## config.mk

```make
export PLATFORM = sky130hd
export DESIGN_NAME = gbc_clock_enable_bank_flat
export DESIGN_NICKNAME = d
export VERILOG_FILES = /design/src/rtl/gbc_clk_pkg.sv /design/src/rtl/gbc_clock_enable_bank_if.sv /design/src/rtl/gbc_ce_channel.sv /design/src/rtl/gbc_clock_enable_bank.sv /design/src/flat_wrapper.sv
export SDC_FILE = /design/constraint.sdc
export NUM_CORES = 1
export LEC_CHECK = 0
export ABC_AREA = 0
export ABC_CLOCK_PERIOD_IN_PS = 6000
export CAP_MARGIN = 20
export CELL_PAD_IN_SITES_DETAIL_PLACEMENT = 1
export CELL_PAD_IN_SITES_GLOBAL_PLACEMENT = 1
export CORE_ASPECT_RATIO = 1.2
export CORE_MARGIN = 2
export CORE_UTILIZATION = 47
export DETAILED_ROUTE_END_ITERATION = 7
export HOLD_SLACK_MARGIN = 0.05
export PLACE_DENSITY = 0.83
export SETUP_SLACK_MARGIN = 0.1
export SKIP_LAST_GASP = 1
export SYNTH_ARGS = -nofsm -noshare
export SYNTH_HDL_FRONTEND = slang
export SYNTH_SLANG_ARGS = --single-unit
```

## constraint.sdc

```tcl
create_clock -name I_CLK -period 6 [get_ports I_CLK]
set_clock_uncertainty 0.05 [all_clocks]
set_input_delay 1.2 -clock I_CLK [delete_from_list [all_inputs] [get_ports I_CLK]]
set_output_delay 1.2 -clock I_CLK [all_outputs]
set_load 0.05 [all_outputs]
```

## src/rtl/gbc_clk_pkg.sv

```systemverilog
// gbc_clk_pkg
// Shared definitions for the GBC clock-enable bank:
//   - default channel count, divide-field width and double-speed mask
//   - speed-mode FSM state encoding (exposed for debug/checkers)
//   - reset constants for every register in the bank
//   - term_calc(): the terminal count for a channel given its shadow divide,
//     the current speed mode and whether the channel is double-speed masked
package gbc_clk_pkg;

    localparam int          NUM_CH_DEF     = 4;
    localparam int          DIV_W_DEF      = 8;
    localparam logic [3:0]  SPEED_MASK_DEF = 4'b0011;

    typedef enum logic [1:0] {
        ST_NORMAL      = 2'd0,
        ST_NORMAL_PEND = 2'd1,
        ST_DOUBLE      = 2'd2,
        ST_DOUBLE_PEND = 2'd3
    } speed_state_e;

    localparam speed_state_e RST_STATE = ST_NORMAL;
    localparam logic         RST_ACK   = 1'b0;
    localparam logic         RST_CE    = 1'b0;
    localparam logic         RST_PHASE = 1'b0;

    // Terminal count. Normal mode (or unmasked channel): T = S, period S+1.
    // Double speed on a masked channel: T = ((S+1)>>1) - 1, so the period is
    // halved (rounded up). The +1 is done one bit wider than S so an all-ones
    // divide does not wrap. S = 0 stays at 0 (already one cycle per period).
    // Operates on 32-bit values; callers zero-extend and truncate back.
    function automatic logic [31:0] term_calc(input logic [31:0] s,
                                              input logic        dbl,
                                              input logic        masked);
        logic [31:0] t;
        if (!(dbl && masked)) begin
            t = s;
        end else if (s == 32'd0) begin
            t = 32'd0;
        end else begin
            t = 32'(({1'b0, s} + 33'd1) >> 1) - 32'd1;
        end
        return t;
    endfunction

endpackage

```

## src/rtl/gbc_clock_enable_bank_if.sv

```systemverilog
// gbc_clock_enable_bank_if
// Bundle of the control/status signals of the clock-enable bank.
//   I_DIV          packed divide fields, channel i at [i*DIV_W +: DIV_W]
//   I_CH_EN        per-channel run enable
//   I_SPEED_REQ    speed-toggle request pulse
//   O_SPEED_ACK    speed-toggle completion pulse
//   O_DOUBLE_SPEED current speed mode (1 = double)
//   O_CE           registered one-cycle enable pulses
//   O_PHASE        registered square wave per channel
//   dbg_state      speed FSM state (observability only)
//   dbg_term       per-channel "at terminal count this cycle" (observability only)
//
// Speed handshake: I_SPEED_REQ is a single-cycle request with no ready/back-
// pressure; a request arriving while one is already pending is absorbed.
// O_SPEED_ACK is a single-cycle completion pulse, registered and coincident
// with the O_DOUBLE_SPEED edge, at most one per accepted request.
interface gbc_clock_enable_bank_if
    import gbc_clk_pkg::*;
#(
    parameter int NUM_CH = NUM_CH_DEF,
    parameter int DIV_W  = DIV_W_DEF
);
    logic [NUM_CH*DIV_W-1:0] I_DIV;
    logic [NUM_CH-1:0]       I_CH_EN;
    logic                    I_SPEED_REQ;
    logic                    O_SPEED_ACK;
    logic                    O_DOUBLE_SPEED;
    logic [NUM_CH-1:0]       O_CE;
    logic [NUM_CH-1:0]       O_PHASE;
    speed_state_e            dbg_state;
    logic [NUM_CH-1:0]       dbg_term;

    // Driver side (CPU/config logic or testbench).
    modport master (
        output I_DIV, I_CH_EN, I_SPEED_REQ,
        input  O_SPEED_ACK, O_DOUBLE_SPEED, O_CE, O_PHASE, dbg_state, dbg_term
    );

    // Clock-enable bank side.
    modport slave (
        input  I_DIV, I_CH_EN, I_SPEED_REQ,
        output O_SPEED_ACK, O_DOUBLE_SPEED, O_CE, O_PHASE, dbg_state, dbg_term
    );
endinterface

```

## src/rtl/gbc_ce_channel.sv

```systemverilog
// gbc_ce_channel
// One clock-enable channel: counter, shadow divide, CE and phase registers.
//   clk_i, rst_i   fabric clock, synchronous active-high reset
//   en_i           run enable
//   div_i          live divide value from the register file
//   double_i       current speed mode
//   masked_i       channel participates in double-speed halving
//   force_zero_i   restart the counter (speed-mode switch alignment)
//   term_o         counter is at its terminal value this cycle (enabled only)
//   ce_o           registered one-cycle enable pulse
//   phase_o        registered square wave, toggles with every ce_o
// DIV_W is limited to 32 by the shared terminal-count helper.
module gbc_ce_channel
    import gbc_clk_pkg::*;
#(
    parameter int DIV_W = DIV_W_DEF
) (
    input  logic             clk_i,
    input  logic             rst_i,
    input  logic             en_i,
    input  logic [DIV_W-1:0] div_i,
    input  logic             double_i,
    input  logic             masked_i,
    input  logic             force_zero_i,
    output logic             term_o,
    output logic             ce_o,
    output logic             phase_o
);

    logic [DIV_W-1:0] cnt_q, cnt_d;
    logic [DIV_W-1:0] shadow_q, shadow_d;
    logic             ce_q, ce_d;
    logic             phase_q, phase_d;
    logic [DIV_W-1:0] term;
    logic             hit;

    assign term = DIV_W'(term_calc(32'(shadow_q), double_i, masked_i));

    // >= rather than == so that a counter can never run past its terminal;
    // in reachable states the two are identical.
    assign hit    = (cnt_q >= term);
    assign term_o = en_i && hit;

    always_comb begin
        cnt_d    = cnt_q;
        shadow_d = shadow_q;
        ce_d     = 1'b0;
        phase_d  = phase_q;
        if (!en_i) begin
            // Idle: hold at zero and keep the shadow live so the first
            // period after enabling uses the current divide.
            cnt_d    = '0;
            phase_d  = 1'b0;
            shadow_d = div_i;
        end else if (hit) begin
            // Period boundary: the only place the shadow divide may change.
            cnt_d    = '0;
            ce_d     = 1'b1;
            phase_d  = ~phase_q;
            shadow_d = div_i;
        end else begin
            cnt_d = cnt_q + DIV_W'(1);
        end
        if (force_zero_i) begin
            cnt_d = '0;
        end
    end

    always_ff @(posedge clk_i) begin
        if (rst_i) begin
            cnt_q    <= '0;
            shadow_q <= div_i;
            ce_q     <= RST_CE;
            phase_q  <= RST_PHASE;
        end else begin
            cnt_q    <= cnt_d;
            shadow_q <= shadow_d;
            ce_q     <= ce_d;
            phase_q  <= phase_d;
        end
    end

    assign ce_o    = ce_q;
    assign phase_o = phase_q;

endmodule

```

## src/rtl/gbc_clock_enable_bank.sv

```systemverilog
// gbc_clock_enable_bank
// Generates NUM_CH single-cycle clock-enable pulses from one fabric clock,
// each with a runtime divide ratio (period = D+1), plus a CGB double-speed
// mode that halves the period of the SPEED_MASK channels.
//   I_CLK          fabric clock
//   I_SYNC_RESET   synchronous active-high reset
//   ce_bus         control/status bundle (slave side), see the interface file
// The speed FSM holds a request pending until channel 0's next period
// boundary (or the next cycle if channel 0 is idle), then flips the mode,
// pulses the ack and restarts every masked channel in phase.
module gbc_clock_enable_bank
    import gbc_clk_pkg::*;
#(
    parameter int                NUM_CH     = NUM_CH_DEF,
    parameter int                DIV_W      = DIV_W_DEF,
    parameter logic [NUM_CH-1:0] SPEED_MASK = NUM_CH'(SPEED_MASK_DEF)
) (
    input  logic                    I_CLK,
    input  logic                    I_SYNC_RESET,
    gbc_clock_enable_bank_if.slave  ce_bus
);

    speed_state_e      state_q, state_d;
    logic              ack_q;
    logic              apply;
    logic              apply_edge;
    logic              double_speed;
    logic [NUM_CH-1:0] term_vec;
    logic [NUM_CH-1:0] ce_vec;
    logic [NUM_CH-1:0] phase_vec;

    assign double_speed = (state_q == ST_DOUBLE) || (state_q == ST_DOUBLE_PEND);

    // Safe switch point: channel 0 wrapping, or channel 0 idle.
    assign apply_edge = term_vec[0] || !ce_bus.I_CH_EN[0];

    // Next-state logic. A request is only looked at in the non-pending
    // states, so a request while pending (including one coinciding with the
    // apply cycle) is dropped, and a request arriving on a boundary while
    // idle waits for the following boundary.
    always_comb begin
        state_d = state_q;
        apply   = 1'b0;
        case (state_q)
            ST_NORMAL: begin
                if (ce_bus.I_SPEED_REQ) state_d = ST_NORMAL_PEND;
            end
            ST_NORMAL_PEND: begin
                if (apply_edge) begin
                    apply   = 1'b1;
                    state_d = ST_DOUBLE;
                end
            end
            ST_DOUBLE: begin
                if (ce_bus.I_SPEED_REQ) state_d = ST_DOUBLE_PEND;
            end
            ST_DOUBLE_PEND: begin
                if (apply_edge) begin
                    apply   = 1'b1;
                    state_d = ST_NORMAL;
                end
            end
            default: state_d = ST_NORMAL;
        endcase
    end

    always_ff @(posedge I_CLK) begin
        if (I_SYNC_RESET) begin
            state_q <= RST_STATE;
            ack_q   <= RST_ACK;
        end else begin
            state_q <= state_d;
            ack_q   <= apply;
        end
    end

    for (genvar i = 0; i < NUM_CH; i++) begin : g_ch
        gbc_ce_channel #(
            .DIV_W (DIV_W)
        ) u_ch (
            .clk_i        (I_CLK),
            .rst_i        (I_SYNC_RESET),
            .en_i         (ce_bus.I_CH_EN[i]),
            .div_i        (ce_bus.I_DIV[i*DIV_W +: DIV_W]),
            .double_i     (double_speed),
            .masked_i     (SPEED_MASK[i]),
            .force_zero_i (apply && SPEED_MASK[i]),
            .term_o       (term_vec[i]),
            .ce_o         (ce_vec[i]),
            .phase_o      (phase_vec[i])
        );
    end

    assign ce_bus.O_CE           = ce_vec;
    assign ce_bus.O_PHASE        = phase_vec;
    assign ce_bus.O_SPEED_ACK    = ack_q;
    assign ce_bus.O_DOUBLE_SPEED = double_speed;
    assign ce_bus.dbg_state      = state_q;
    assign ce_bus.dbg_term       = term_vec;

endmodule
```

## src/flat_wrapper.sv

```systemverilog
// flat-port wrapper written by rule: the top's interface ports become plain ports
module gbc_clock_enable_bank_flat import gbc_clk_pkg::*;
#(
    parameter int                NUM_CH     = NUM_CH_DEF,
    parameter int                DIV_W      = DIV_W_DEF,
    parameter logic [NUM_CH-1:0] SPEED_MASK = NUM_CH'(SPEED_MASK_DEF)
)
  (I_CLK, I_SYNC_RESET, ce_bus_I_DIV, ce_bus_I_CH_EN, ce_bus_I_SPEED_REQ, ce_bus_O_SPEED_ACK, ce_bus_O_DOUBLE_SPEED, ce_bus_O_CE, ce_bus_O_PHASE, ce_bus_dbg_state, ce_bus_dbg_term);
  gbc_clock_enable_bank_if #(.NUM_CH(NUM_CH), .DIV_W(DIV_W)) ce_bus_i ();
  input  logic I_CLK;
  input  logic I_SYNC_RESET;
  input wire logic [$bits(ce_bus_i.I_DIV)-1:0] ce_bus_I_DIV;
  input wire logic [$bits(ce_bus_i.I_CH_EN)-1:0] ce_bus_I_CH_EN;
  input wire logic [$bits(ce_bus_i.I_SPEED_REQ)-1:0] ce_bus_I_SPEED_REQ;
  output wire logic [$bits(ce_bus_i.O_SPEED_ACK)-1:0] ce_bus_O_SPEED_ACK;
  output wire logic [$bits(ce_bus_i.O_DOUBLE_SPEED)-1:0] ce_bus_O_DOUBLE_SPEED;
  output wire logic [$bits(ce_bus_i.O_CE)-1:0] ce_bus_O_CE;
  output wire logic [$bits(ce_bus_i.O_PHASE)-1:0] ce_bus_O_PHASE;
  output wire logic [$bits(ce_bus_i.dbg_state)-1:0] ce_bus_dbg_state;
  output wire logic [$bits(ce_bus_i.dbg_term)-1:0] ce_bus_dbg_term;
  assign ce_bus_i.I_DIV = ce_bus_I_DIV;
  assign ce_bus_i.I_CH_EN = ce_bus_I_CH_EN;
  assign ce_bus_i.I_SPEED_REQ = ce_bus_I_SPEED_REQ;
  assign ce_bus_O_SPEED_ACK = ce_bus_i.O_SPEED_ACK;
  assign ce_bus_O_DOUBLE_SPEED = ce_bus_i.O_DOUBLE_SPEED;
  assign ce_bus_O_CE = ce_bus_i.O_CE;
  assign ce_bus_O_PHASE = ce_bus_i.O_PHASE;
  assign ce_bus_dbg_state = ce_bus_i.dbg_state;
  assign ce_bus_dbg_term = ce_bus_i.dbg_term;
  gbc_clock_enable_bank #(.NUM_CH(NUM_CH), .DIV_W(DIV_W), .SPEED_MASK(SPEED_MASK)) u_core (.I_CLK(I_CLK), .I_SYNC_RESET(I_SYNC_RESET), .ce_bus(ce_bus_i));
endmodule
```

==> impl_metrics.tcl <==
set metrics [dict create \
    status "finished clean" \
    drive_above_1_share_pct 7.71 \
    slowest_delay_ns 0.82 \
    ir_drop_mv 0.164 \
    synthFlopType "dfxtp_1" \
    fin_util_pct 56.4 \
    cpMaxStageDelayCell "clkdlybuf4s50_1" \
    drtIter0Drc 119 \
    drt-vias-per-instance 5.31 \
    synth_edf_count 32 \
    dieArea_um2 9900 \
    drc 0 \
    dpl_cell_area_um2 4860 \
    mappedNetlistNets 513 \
    ys_warn_count 0 \
    required_ns 4.75 \
    cts.repair.resized 0 \
    rows 38 \
    cts_sinks 75 \
    ys_seq_area_share_pct 42.5 \
    syn_area_per_cell_um2 10.0 \
    ant_nets 0 \
    synth_cells 428 \
    grt_pass1_vias 3347 \
    cts_made_buffers 9 \
    diodes 0 \
    cts-root-buf "clkbuf_8" \
    synth_cell_types 52 \
    crit_path_max_fanout 17 \
    cts_buffer_depth 2 \
    grt_usage_pct 19.5 \
    start_util_pct 47.9 \
    worstPathCellList "ha_1 -> nor2_1 -> buf_4 -> a41oi_1 -> inv_1 -> a2bb2oi_1 -> ha_1 -> nor2b_1 -> o211ai_1 -> a31oi_1 -> nor2_1 -> nor2_1 -> clkdlybuf4s50_1" \
    synth_top_area_share_pct 22.4 \
    place_congestion 0.855 \
    fp.dieW_um 91.2 \
    postSynth.asyncResetShare_pct 0 \
    cts_hold_buf 0 \
    ys_ff_latch 75 \
    relSlewSlack_pct 53.4 \
    syn2layout_area_growth_pct 17.7 \
    worst_pin_slew_ns 0.689 \
    syn_area_um2 4290 \
    hp-class "reg -> reg" \
    ios 55 \
    io_buffer_count 54 \
    nFillCells 1030 \
    synth.area.top_cells "edfxtp_1 22%, dfxtp_1 20%, ha_1 13%" \
    start_kind "register" \
    dr.pass1.iters 4 \
    p_leak_nw 2.12 \
    dr_total_vias 3184 \
    die_h_um 109 \
    maxCapViolCount 0 \
    layout_setup_ws_ns 0.473 \
    powerDensity_nw_per_um2 242 \
    final.setup.tns_ns 0 \
    multi_input_area_um2 2190 \
    setup_viol_count_final 0 \
    rrSetupSlack_ns 2.13 \
    fin_crit_ns 5.53 \
    nNetsFinal 560 \
    post-place-ws_ns 0.865 \
    routed_wl_um 9080 \
    cp-end-kind "output port" \
    drv_slew 0 \
    yosysTopAreaCell "edfxtp_1" \
    cts_htree_levels 3 \
    cp_common_cell "nor2_1" \
    rsz0062_at_grt "false" \
    worst-setup-path-type "reg -> out" \
    grt_max_degree 18 \
    antenna_found_initial 0 \
    arrival_ns 4.28 \
    grt_pass1_wl_um 15600 \
    clk_pin_slew_worst_paths_ns 0.08 \
    hold_violations 0 \
    final_area_um2 5040 \
    routedWlPerCell_um 15.1 \
    ys_top_cells_by_count "60 x nor2_1, 46 x ha_1, 43 x dfxtp_1" \
    fmax_mhz 181 \
    core_area_um2 8940 \
    post_cts_buffers 0 \
    insertion_delay_ns 0.35 \
    grt_overflow_total 0 \
    cts_tree "built" \
    fin_crit_sh_pct 92.1 \
    synth_most_common_cell "nor2_1" \
    dpl.hpwl_um 7020 \
    regArea_um2 1820 \
]
-- through the flow --
stage	power [mW]	hold slack [ns]	cells
after floorplan	0.777	0.376	428
after global placement	0.861	0.399	584
after detailed placement	0.871	0.411	584
after CTS	1.23	0.429	600
after global routing	1.29	0.459	600
final	1.22	0.421	600
-- registers in the layout (all words and copies together), names as in the netlist --
register	flops
u_core.g_ch.u_ch.shadow_q	32
u_core.ce_bus.O_SPEED_ACK	1
u_core.g_ch.u_ch.phase_o	4
u_core.ce_bus.dbg_state	2
u_core.g_ch.u_ch.cnt_q	32
u_core.g_ch.u_ch.ce_o	4
-- power by group --
group	internal [mW]	switching (mW)
combinational	0.123	0.155
sequential	0.557	0.0257
clock	0.165	0.197
-- worst max-delay path, delay by kind of cell, from the launching register on --
| family | cells | cell delay (ns) |
|---|---|---|
| AOI/OAI and AO/OA | 4 | 1.20 |
| adders and majority gates | 2 | 0.58 |
| buffers and inverters | 3 | 1.18 |
| DFF | 1 | 0.43 |
| and+or+nand+nor | 4 | 0.54 |
-- cell families after synthesis --
kind of cell	after synthesis	share of synthesized area [%]
compound gates	66	12.0
xor+xnor	46	9.40
fa+ha+maj	46	13.4
buf+inv	59	6.39
flops	75	42.5
mux	2	0.467
simple gates	134	15.8
-- path summary, 6_finish.rpt --
| kind | cells past startpoint | end | startpoint |
|---|---|---|---|
| hold / removal | 1 | u_core.g_ch[2].u_ch.cnt_q[0] | u_core.g_ch[2].u_ch.cnt_q[0] |
| setup reg to reg | 12 | u_core.g_ch[0].u_ch.shadow_q[2] | u_core.g_ch[0].u_ch.shadow_q[1] |
| setup / recovery | 13 | ce_bus_dbg_term[0] | u_core.ce_bus.dbg_state[0] |
| hold reg to reg | 1 | u_core.g_ch[2].u_ch.cnt_q[0] | u_core.g_ch[2].u_ch.cnt_q[0] |
-- layer usage --
metal | part of all wire, % | global-route usage, % | up-vias | routed length [um]
li1 | - | - | 1595 | -
met1 | 43 | 22.6 | 1544 | 3920
met2 | 54 | 36.1 | 34 | 4860
met3 | 2.1 | 3.83 | 11 | 193
met4 | 1.2 | 6.49 | 0 | 105
met5 | 0 | 0 | - | 0
-- cell usage in the layout, fill, tap and decap left out, drive strengths merged, types with 3 or more instances in the layout --
| cell type | instances |
|---|---|
| o31a | 3 |
| xnor2 | 21 |
| nor2 | 60 |
| o21ai | 5 |
| nand2 | 12 |
| edfxtp | 32 |
| dfxtp | 43 |
| clkinv | 3 |
| and3 | 10 |
| a22oi | 11 |
| a211oi | 7 |
| nand4 | 6 |
| o22ai | 3 |
| or3 | 3 |
| a21o | 9 |
| a32oi | 4 |
| clkbuf | 10 |
| clkdlybuf4s50 | 54 |
| inv | 43 |
| nand2b | 3 |
| xor2 | 25 |
| ha | 46 |
| nor2b | 5 |
| nand3 | 26 |
| a21oi | 7 |
-- layout make-up --
| class | count | share of cell area, % |
|---|---|---|
| multi-input combinational | 294 | 43.4 |
| sequential | 75 | 36.1 |
| timing repair buffer | 55 | 10.9 |
| inverter | 40 | 2.98 |
| tap | 120 | 2.98 |
| clock buffer | 10 | 2.73 |
| clock inverter | 6 | 0.918 |
Note: power is estimated with default switching activity, not from simulation.
